[config.mk]
export PLATFORM = sky130hd
export DESIGN_NAME = eth_tx_frame_gen
export DESIGN_NICKNAME = d
export VERILOG_FILES = /design/src/rtl/eth_tx_frame_gen.sv
export SDC_FILE = /design/constraint.sdc
export NUM_CORES = 1
export LEC_CHECK = 0
export ABC_AREA = 1
export BUFFER_PORTS_ARGS = -buffer_cell sky130_fd_sc_hd__buf_2
export CORE_ASPECT_RATIO = 0.7
export CORE_MARGIN = 2
export CORE_UTILIZATION = 60
export CTS_CLUSTER_SIZE = 24
export DETAILED_ROUTE_END_ITERATION = 10
export PLACE_DENSITY = 0.84
export SETUP_SLACK_MARGIN = 0.02
export SLEW_MARGIN = 20
export SYNTH_ARGS = -nofsm -noshare
export SYNTH_HDL_FRONTEND = slang
export SYNTH_SLANG_ARGS = --single-unit
[constraint.sdc]
create_clock -name aclk -period 4.3 [get_ports aclk]
set_input_delay 0.86 -clock aclk [delete_from_list [all_inputs] [get_ports aclk]]
set_output_delay 0.86 -clock aclk [all_outputs]
set_load 0.01 [all_outputs]
[src/rtl/eth_tx_frame_gen.sv]
// GMII Ethernet TX framer: preamble, SFD, MAC header, streamed payload, zero pad, FCS, inter-frame gap.
// Latency: tx_start accepted at edge N puts the first preamble byte on gmii_txd in cycle N+1; payload bytes drive one cycle after capture.
// Backpressure: s_tready is high only while payload is being pulled (plus one prefetch cycle) and while draining; a missing byte aborts the frame.
//
// Ports:
//   aclk, aresetn          GMII TX clock, synchronous active-low reset
//   tx_start               frame request, honoured only when idle
//   mac_d_addr/mac_s_addr  destination/source MAC, latched at accept, MSB byte first on the wire
//   ethertype              EtherType/length, latched at accept, MSB byte first
//   s_tdata/s_tvalid/s_tlast/s_tready  payload byte stream
//   gmii_txd/gmii_tx_en/gmii_tx_er     registered GMII transmit pins
//   tx_busy                high whenever the FSM is not idle
//   tx_frame_done          pulse with the last FCS byte
//   tx_err                 pulse with the abort (underrun/oversize) error cycle
module eth_tx_frame_gen #(
    parameter int PREAMBLE_LEN = 7,
    parameter int IFG_CYCLES   = 12,
    parameter int MIN_PAYLOAD  = 46,
    parameter int MAX_PAYLOAD  = 1500
) (
    input  logic        aclk,
    input  logic        aresetn,
    input  logic        tx_start,
    input  logic [47:0] mac_d_addr,
    input  logic [47:0] mac_s_addr,
    input  logic [15:0] ethertype,
    input  logic [7:0]  s_tdata,
    input  logic        s_tvalid,
    input  logic        s_tlast,
    output logic        s_tready,
    output logic [7:0]  gmii_txd,
    output logic        gmii_tx_en,
    output logic        gmii_tx_er,
    output logic        tx_busy,
    output logic        tx_frame_done,
    output logic        tx_err
);

    localparam logic [10:0] MIN_P   = 11'(MIN_PAYLOAD);
    localparam logic [10:0] MAX_P   = 11'(MAX_PAYLOAD);
    localparam logic [7:0]  PRE_L   = 8'(PREAMBLE_LEN);
    localparam logic [7:0]  IFG_L   = 8'(IFG_CYCLES - 1);
    localparam logic [7:0]  HDR_END = 8'd13;

    typedef enum logic [3:0] {
        ST_IDLE,
        ST_PREAMBLE,
        ST_SFD,
        ST_HEADER,
        ST_PAYLOAD,
        ST_PAD,
        ST_FCS,
        ST_IFG,
        ST_DRAIN
    } state_t;

    state_t       state;
    logic [111:0] hdr_sh;     // DA, SA, EtherType; top byte is the next one on the wire
    logic [31:0]  crc;
    logic [10:0]  byte_cnt;   // payload + pad bytes sent so far
    logic [7:0]   gen_cnt;    // preamble / header / FCS / IFG position
    logic [31:0]  fcs_word;
    logic [7:0]   fcs_byte;

    // Reflected CRC-32 (poly 0xEDB88320), one byte, LSB first.
    function automatic logic [31:0] crc_step(input logic [31:0] c, input logic [7:0] d);
        logic [31:0] r;
        r = c;
        for (int i = 0; i < 8; i++) begin
            if (r[0] ^ d[i]) r = (r >> 1) ^ 32'hEDB88320;
            else             r = r >> 1;
        end
        return r;
    endfunction

    always_comb begin
        fcs_word = ~crc;
        fcs_byte = fcs_word[7:0];
        case (gen_cnt[1:0])
            2'd1:    fcs_byte = fcs_word[15:8];
            2'd2:    fcs_byte = fcs_word[23:16];
            2'd3:    fcs_byte = fcs_word[31:24];
            default: fcs_byte = fcs_word[7:0];
        endcase
    end

    assign tx_busy = (state != ST_IDLE);

    always_ff @(posedge aclk) begin
        if (!aresetn) begin
            state         <= ST_IDLE;
            hdr_sh        <= '0;
            crc           <= 32'hFFFFFFFF;
            byte_cnt      <= '0;
            gen_cnt       <= '0;
            s_tready      <= 1'b0;
            gmii_txd      <= 8'h00;
            gmii_tx_en    <= 1'b0;
            gmii_tx_er    <= 1'b0;
            tx_frame_done <= 1'b0;
            tx_err        <= 1'b0;
        end else begin
            // Per-cycle defaults: pins idle, pulses low; each state overrides.
            gmii_txd      <= 8'h00;
            gmii_tx_en    <= 1'b0;
            gmii_tx_er    <= 1'b0;
            tx_frame_done <= 1'b0;
            tx_err        <= 1'b0;

            case (state)
                ST_IDLE: begin
                    s_tready <= 1'b0;
                    if (tx_start) begin
                        hdr_sh     <= {mac_d_addr, mac_s_addr, ethertype};
                        gmii_txd   <= 8'h55;
                        gmii_tx_en <= 1'b1;
                        gen_cnt    <= 8'd1;
                        byte_cnt   <= '0;
                        crc        <= 32'hFFFFFFFF;
                        state      <= ST_PREAMBLE;
                    end
                end

                ST_PREAMBLE: begin
                    gmii_tx_en <= 1'b1;
                    if (gen_cnt < PRE_L) begin
                        gmii_txd <= 8'h55;
                        gen_cnt  <= gen_cnt + 8'd1;
                    end else begin
                        gmii_txd <= 8'hD5;
                        gen_cnt  <= '0;
                        crc      <= 32'hFFFFFFFF;
                        state    <= ST_SFD;
                    end
                end

                // The SFD cycle issues header byte 0, so both states share this path.
                ST_SFD, ST_HEADER: begin
                    gmii_txd   <= hdr_sh[111:104];
                    gmii_tx_en <= 1'b1;
                    crc        <= crc_step(crc, hdr_sh[111:104]);
                    hdr_sh     <= {hdr_sh[103:0], 8'h00};
                    gen_cnt    <= gen_cnt + 8'd1;
                    state      <= ST_HEADER;
                    if (gen_cnt == HDR_END) begin
                        // Raise ready alongside the last header byte so payload
                        // byte 0 is captured in time to follow it directly.
                        s_tready <= 1'b1;
                        byte_cnt <= '0;
                        state    <= ST_PAYLOAD;
                    end
                end

                ST_PAYLOAD: begin
                    if (!s_tvalid || byte_cnt == MAX_P) begin
                        // Abort: one error cycle on the wire, then discard the
                        // rest of the stream. The offending byte (if any) is
                        // consumed by this handshake.
                        gmii_txd   <= 8'h00;
                        gmii_tx_en <= 1'b1;
                        gmii_tx_er <= 1'b1;
                        tx_err     <= 1'b1;
                        if (byte_cnt == MAX_P) byte_cnt <= MAX_P + 11'd1;
                        if (s_tvalid && s_tlast) begin
                            s_tready <= 1'b0;
                            gen_cnt  <= '0;
                            state    <= ST_IFG;
                        end else begin
                            s_tready <= 1'b1;
                            state    <= ST_DRAIN;
                        end
                    end else begin
                        gmii_txd   <= s_tdata;
                        gmii_tx_en <= 1'b1;
                        crc        <= crc_step(crc, s_tdata);
                        byte_cnt   <= byte_cnt + 11'd1;
                        if (s_tlast) begin
                            s_tready <= 1'b0;
                            gen_cnt  <= '0;
                            state    <= (byte_cnt + 11'd1 < MIN_P) ? ST_PAD : ST_FCS;
                        end
                    end
                end

                ST_PAD: begin
                    gmii_tx_en <= 1'b1;
                    crc        <= crc_step(crc, 8'h00);
                    byte_cnt   <= byte_cnt + 11'd1;
                    if (byte_cnt + 11'd1 == MIN_P) state <= ST_FCS;
                end

                ST_FCS: begin
                    gmii_txd   <= fcs_byte;
                    gmii_tx_en <= 1'b1;
                    gen_cnt    <= gen_cnt + 8'd1;
                    if (gen_cnt[1:0] == 2'd3) begin
                        tx_frame_done <= 1'b1;
                        gen_cnt       <= '0;
                        state         <= ST_IFG;
                    end
                end

                // Entered on the edge that drives the final wire byte, so the
                // last count leaves exactly IFG_CYCLES idle cycles before the
                // next tx_start can be sampled in IDLE.
                ST_IFG: begin
                    s_tready <= 1'b0;
                    if (gen_cnt >= IFG_L) state <= ST_IDLE;
                    else                  gen_cnt <= gen_cnt + 8'd1;
                end

                ST_DRAIN: begin
                    s_tready <= 1'b1;
                    if (s_tvalid && s_tlast) begin
                        s_tready <= 1'b0;
                        gen_cnt  <= '0;
                        state    <= ST_IFG;
                    end
                end

                default: begin
                    s_tready <= 1'b0;
                    state    <= ST_IDLE;
                end
            endcase
        end
    end

endmodule
# ---- After elaboration in Yosys (flattened, before gate mapping)
# Cells that the tools add are included.
dict set report totals {
  ff_bits 179
  in_bits 125
  output_inout_bits 14
  wordCells 218
}
dict set report op_classes {
  add_sub_neg 2
  order_cmp 3
  n_eq_ne 25
  muxes 118
  bitwise 40
  reduce_logical 20
}
# operator n
set op_table {}
lappend op_table {{$mux W32} 76}
lappend op_table {{$not A13 Y14} 22}
lappend op_table {{$pmux W112 S2} 1}
lappend op_table {{$pmux W32 S5} 1}
lappend op_table {{$mux W112} 1}
lappend op_table {{$mux W8} 9}
lappend op_table {{$pmux W8 S7} 1}
lappend op_table {{$mux W11} 4}
lappend op_table {{$pmux W11 S4} 1}
lappend op_table {{$pmux W8 S5} 1}
lappend op_table {{$mux W4} 9}
lappend op_table {{$not A32 Y32} 1}
lappend op_table {{$pmux W4 S8} 1}
lappend op_table {{$pmux W8 S3} 1}
lappend op_table {{$ne A2 B2 Y1 const B} 9}
lappend op_table {{$eq A4 B3 Y1 const B} 4}
lappend op_table {{$xor A1 B1 Y1} 16}
lappend op_table {{$reduce_and A4 Y1} 3}
lappend op_table {{$add A11 B1 Y11 const B} 1}
lappend op_table {{$eq A11 B11 Y1 const B} 1}
lappend op_table {{$eq A11 B6 Y1 const B} 1}
lappend op_table {{$lt A11 B6 Y1 const B} 1}
lappend op_table {{$add A8 B1 Y8 const B} 1}
lappend op_table {{$eq A4 B2 Y1 const B} 2}
lappend op_table {{other kinds (29)} 40}

# ---- Logic depth before layout (Yosys ltp)
dict set report logic_depth {
  word_depth 39
  depth_mapped 17
  mapped_depth_nobuf 16
}

# ---- Worst setup path before layout
# Ideal clock, no wire load.
dict set report synth_path {
  path_kind {in2reg}
  startpoint {in s_tdata[1]}
  endpoint {reg crc[23]}
  setup_ns 0.125
  arrival_ns 1.991
  t_required_ns 4.175
  slack_ns 2.183
  stages 17
  n_path_buf 1
  cell_sequence {clkbuf_2 > inv_1 > nand2_1 > nand2_1 > nand2_1 > nand2_1 > inv_1 > nand2_1 > nand2_1 > nand2_1 > nand2_1 > nand2_1 > nand2_1 > nor2_1 > nand2_1 > nand2_1 > nand2_1}
}
dict set report synth_via {
  elab_chain_cells 32
  word_cells_on_any_way 33
  classes_between {mux (27); bitwise (6)}
}
# element line_no
set synth_lines {}
lappend synth_lines {{from (decl)} 27} ;# input logic [7:0] s_tdata,
lappend synth_lines {{$xor A1 B1 Y1 *} 70} ;# if (r[0] ^ d[i]) r = (r >> 1) ^ 32'hEDB88320;
lappend synth_lines {{$mux W32 *} 70}
lappend synth_lines {{$mux W32 *} 155} ;# if (!s_tvalid || byte_cnt == MAX_P) begin
lappend synth_lines {{$mux W32 *} 110} ;# case (state)
lappend synth_lines {{$mux W32 *} 90} ;# if (!aresetn) begin
lappend synth_lines {{$mux W32 *} 70}
lappend synth_lines {{$mux W32 *} 155}
lappend synth_lines {{$mux W32 *} 110}
lappend synth_lines {{[16 not listed]} n/a}
lappend synth_lines {{$mux W32 *} 70}
lappend synth_lines {{$mux W32 *} 155}
lappend synth_lines {{$mux W32 *} 110}
lappend synth_lines {{$mux W32 *} 90}
lappend synth_lines {{$not A13 Y14 (no line)} n/a}
lappend synth_lines {{$mux W32 *} 70}
lappend synth_lines {{$mux W32 *} 155}
lappend synth_lines {{$pmux W32 S5 *} 110}
lappend synth_lines {{to (signal assigned)} 141} ;# crc <= crc_step(crc, hdr_sh[111:104]);
lappend synth_lines {{to (signal assigned)} 175} ;# crc <= crc_step(crc, s_tdata);
lappend synth_lines {{to (signal assigned)} 187} ;# crc <= crc_step(crc, 8'h00);
lappend synth_lines {{to (decl)} 59} ;# logic [31:0] crc;
# Mark *: on every way between the ends. The rest lies on a longest branch, timed or not. The select of a mux whose other input is x is not followed.
# A chain may end at the register's enable or synchronous reset.

# ---- Final worst setup path
dict set report layout_path {
  startpoint {reg state[3]}
  endpoint {reg byte_cnt[6]}
}
dict set report layout_via {
  elab_chain_cells 4
  word_cells_on_any_way 12
  classes_between {eq/ne (7); mux (1); reduce/logical (4)}
}
# element line_no
set layout_lines {}
lappend layout_lines {{from (decl)} 57} ;# state_t state;
lappend layout_lines {{from (signal assigned)} 180} ;# state <= (byte_cnt + 11'd1 < MIN_P) ? ST_PAD : ST_FCS;
lappend layout_lines {{$eq A4 B2 Y1} 110}
lappend layout_lines {{$reduce_or A2 Y1} 110}
lappend layout_lines {{$reduce_bool A4 Y1 (no line) / $ne A2 B2 Y1 (equally long branches)} n/a}
lappend layout_lines {{$reduce_and A4 Y1 (no line)} n/a}
lappend layout_lines {{to (signal assigned)} 163} ;# if (byte_cnt == MAX_P) byte_cnt <= MAX_P + 11'd1;
lappend layout_lines {{to (signal assigned)} 176} ;# byte_cnt <= byte_cnt + 11'd1;
lappend layout_lines {{to (signal assigned)} 188} ;# byte_cnt <= byte_cnt + 11'd1;
lappend layout_lines {{to (decl)} 60} ;# logic [10:0] byte_cnt;
# Several ways; a longest one is shown, not always the timed one.

==> results.json <==
{
  "grt_pass1_wl_mm": 59.4,
  "finalPower_mw": 9.53,
  "grt_use_total_pct": 36.9,
  "cap_violations": 0,
  "ys_warn_count": 0,
  "ys.flop_type": "dfxtp_1",
  "slowest_delay_ns": 0.64,
  "wl_mm": 38.6,
  "synthesis.instances": 1836,
  "crit_chain": "nor2_4 > nand2_2 > nand2_2 > inv_2 > nand2_2 > nand3_2 > a31oi_4 > nand2_4 > a31oi_1 > nor2_1",
  "dr.pass1.iters": 6,
  "routed-via-count": 12700,
  "peakVddDrop_mv": 0.409,
  "die_w_um": 172,
  "cp_top_family": "simple AND/OR/NAND/NOR gates",
  "syn_area_um2": 11800,
  "ioPinCount": 139,
  "worst_slack_ns": 1.24,
  "initial_core_util_pct": 61.9,
  "swShare_pct": 51.3,
  "yosysSeqAreaShare_pct": 30.3,
  "tightestPinTransition_ns": 0.909,
  "pre_cts_ws_ns": 1.37,
  "clkSlewWorstSetupHoldPaths_ns": 0.08,
  "mostFrequentLayoutCell": "nand2_1",
  "drt_iter0_markers": 1614,
  "hold_slack_ns": 0.463,
  "postCtsHoldBufs": 0,
  "coreArea_um2": 19100,
  "setup_tns_ns": 0,
  "p_leak_nw": 5.66,
  "final_cell_area_um2": 13000,
  "insertion_delay_ns": 0.45,
  "async_reset_ff_share_pct": 0,
  "crit_fanout": 21,
  "worst-path-buf-inv": 1,
  "grt.overflow.total": 0,
  "slew-limit-headroom_pct": 39.4,
  "dp.cells": 2153,
  "cp-end-kind": "register",
  "area_delta_synth_final_pct": 10.3,
  "syn_nets": 1969,
  "placed_area_um2": 12500,
  "intPower_mw": 4.64,
  "status": "completed",
  "grt_pass1_vias": 11300,
  "synthTopCellsByArea": "dfxtp_1 (30%), nand2_1 (24%), xor2_1 (5.8%), a31oi_1 (5.7%), inv_1 (3.7%)",
  "synth_edf_count": 0,
  "htreeDepth": 4,
  "cp-start-kind": "register",
  "slew_viol_final": 0,
  "period_minus_slack_ns": 3.06,
  "fin_nets": 2041,
  "post-route-period-util_pct": 71.2,
  "cp.arrival_ns": 3.40,
  "cts_setup_buffers": 0,
  "drc": 0,
  "hold_violations": 0,
  "die_h_um": 121,
  "cts_sinks": 179,
  "synth-seq-cells": 179,
  "critPathRequiredTime_ns": 4.64,
  "pwr-share-seq_pct": 26.5,
  "ant_nets": 0,
  "grt_max_degree": 115,
  "antenna_found_initial": 0,
  "min_path_type": "reg2reg",
  "wl_per_cell_um": 17.7,
  "cts_max_path_buffers": 2,
  "final_cell_mix": "nand2_1 (741), dfxtp_1 (179), buf_2 (138)",
  "crit_slowest_cell": "nand2_2",
  "rsz0062_at_grt": "no",
  "synth.distinct_cells": 51,
  "power.switching_mw": 4.89,
  "fmax_ghz": 0.327,
  "clkPwrFrac_pct": 16.9,
  "skew_ns": 0.0168,
  "dpl.hpwl_mm": 26.5,
  "syn-mean-instance-area_um2": 6.44,
  "gp_congestion": 0.993,
  "netlist.top_cell.by_area": "dfxtp_1",
  "p_per_area_nw_per_um2": 730,
  "rows": 42,
  "dieArea_um2": 20900,
  "netlist.area_leader.share_pct": 30.3,
  "path_class": "reg2reg",
  "pwr-share-comb_pct": 56.6,
  "final-setup-viol-count": 0,
  "drive_above_1_share_pct": 14.0,
  "tritoncts": "done",
  "io_buffers": 138,
  "finalNonFillerCells": 2184,
  "cp_common_cell": "nand2_2",
  "post-route-util_pct": 68.2,
  "ctsResizeCount": 0,
  "clock-root-buffer": "clkbuf_16",
  "n_antenna_cell": 0,
  "vias_per_cell": 5.83,
  "cts_buffers": 17
}
## final cells by class
class | count | area (µm²)
fillers | 1698 | 6080
inverters | 140 | 537
multi-input cells | 1421 | 7220
well taps | 264 | 330
repair buffers | 149 | 786
clock inverters | 13 | 150
clock buffers | 18 | 439
flip-flops and latches | 179 | 3580
## cells by family (layout without fill, tap and decap cells)
| group | Yosys count | after routing | synth area share (%) |
|---|---|---|---|
| xor+xnor | 126 | 126 | 10.1 |
| buf+inv | 236 | 320 | 8.73 |
| compound gates | 308 | 308 | 15.3 |
| fa+ha+maj | 8 | 8 | 0.846 |
| flops | 179 | 179 | 30.3 |
| simple gates | 979 | 979 | 34.8 |
## worst paths after layout
kind,slack [ns],cells past startpoint,end,startpoint
worst min-delay path,0.46,2,hdr_sh[1],hdr_sh[1]
worst max register to register,1.24,10,byte_cnt[6],state[3]
worst min register to register,0.46,2,hdr_sh[1],hdr_sh[1]
worst max-delay path,1.24,10,byte_cnt[6],state[3]
## per-layer routing
layer | up-vias | GRT usage, % | part of all wire [%]
met5 | - | 0 | 0
met3 | 100 | 12.0 | 12
met2 | 731 | 51.6 | 40
met1 | 5816 | 52.9 | 44
li1 | 6096 | - | -
met4 | 0 | 12.5 | 3.0
## worst register-to-register path: stages, from the launching register on
cell     delay, ns
dfxtp_1       0.43
nor2_4        0.21
nand2_2       0.41
nand2_2       0.65
inv_2         0.31
nand2_2       0.13
nand3_2       0.09
a31oi_4       0.35
nand2_4       0.13
a31oi_1       0.18
nor2_1        0.06
## Yosys cell counts (5+ instances only)
cell type	count
a21oi_1	86
o21ai_1	6
nand2_2	23
nor2_2	7
nor2_1	62
buf_2	35
nor2_4	7
nand2_4	7
o22ai_1	10
o221ai_1	9
buf_4	12
dfxtp_1	179
o21ai_0	65
nand3_1	86
inv_1	117
a31oi_1	108
nor3_1	5
nand3b_1	10
nand4_1	15
nand2_1	741
xnor2_1	41
or2_2	6
xor2_1	78
clkbuf_1	35
inv_2	18
buf_1	6
o211ai_1	8
ha_1	8
buf_6	7
## registers in the layout, summed over array words and instances, names as in the netlist
register       flops
gen_cnt            8
tx_err             1
s_tready           1
crc               32
tx_frame_done      1
state              4
gmii_tx_en         1
byte_cnt          11
hdr_sh           112
gmii_txd           8
## power by group through the flow
| stage | sequential, mW | combinational [mW] | clock (mW) |
|---|---|---|---|
| 2_1_floorplan | 2.30 | 4.22 | 0 |
| 3_3_place_gp | 2.53 | 5.07 | 0 |
| 3_5_place_dp | 2.53 | 5.18 | 0 |
| 4_1_cts | 2.50 | 5.22 | 1.61 |
| 5_1_grt | 2.56 | 5.92 | 1.69 |
| 6_report | 2.52 | 5.39 | 1.61 |
(Power assumes the default switching activity.)
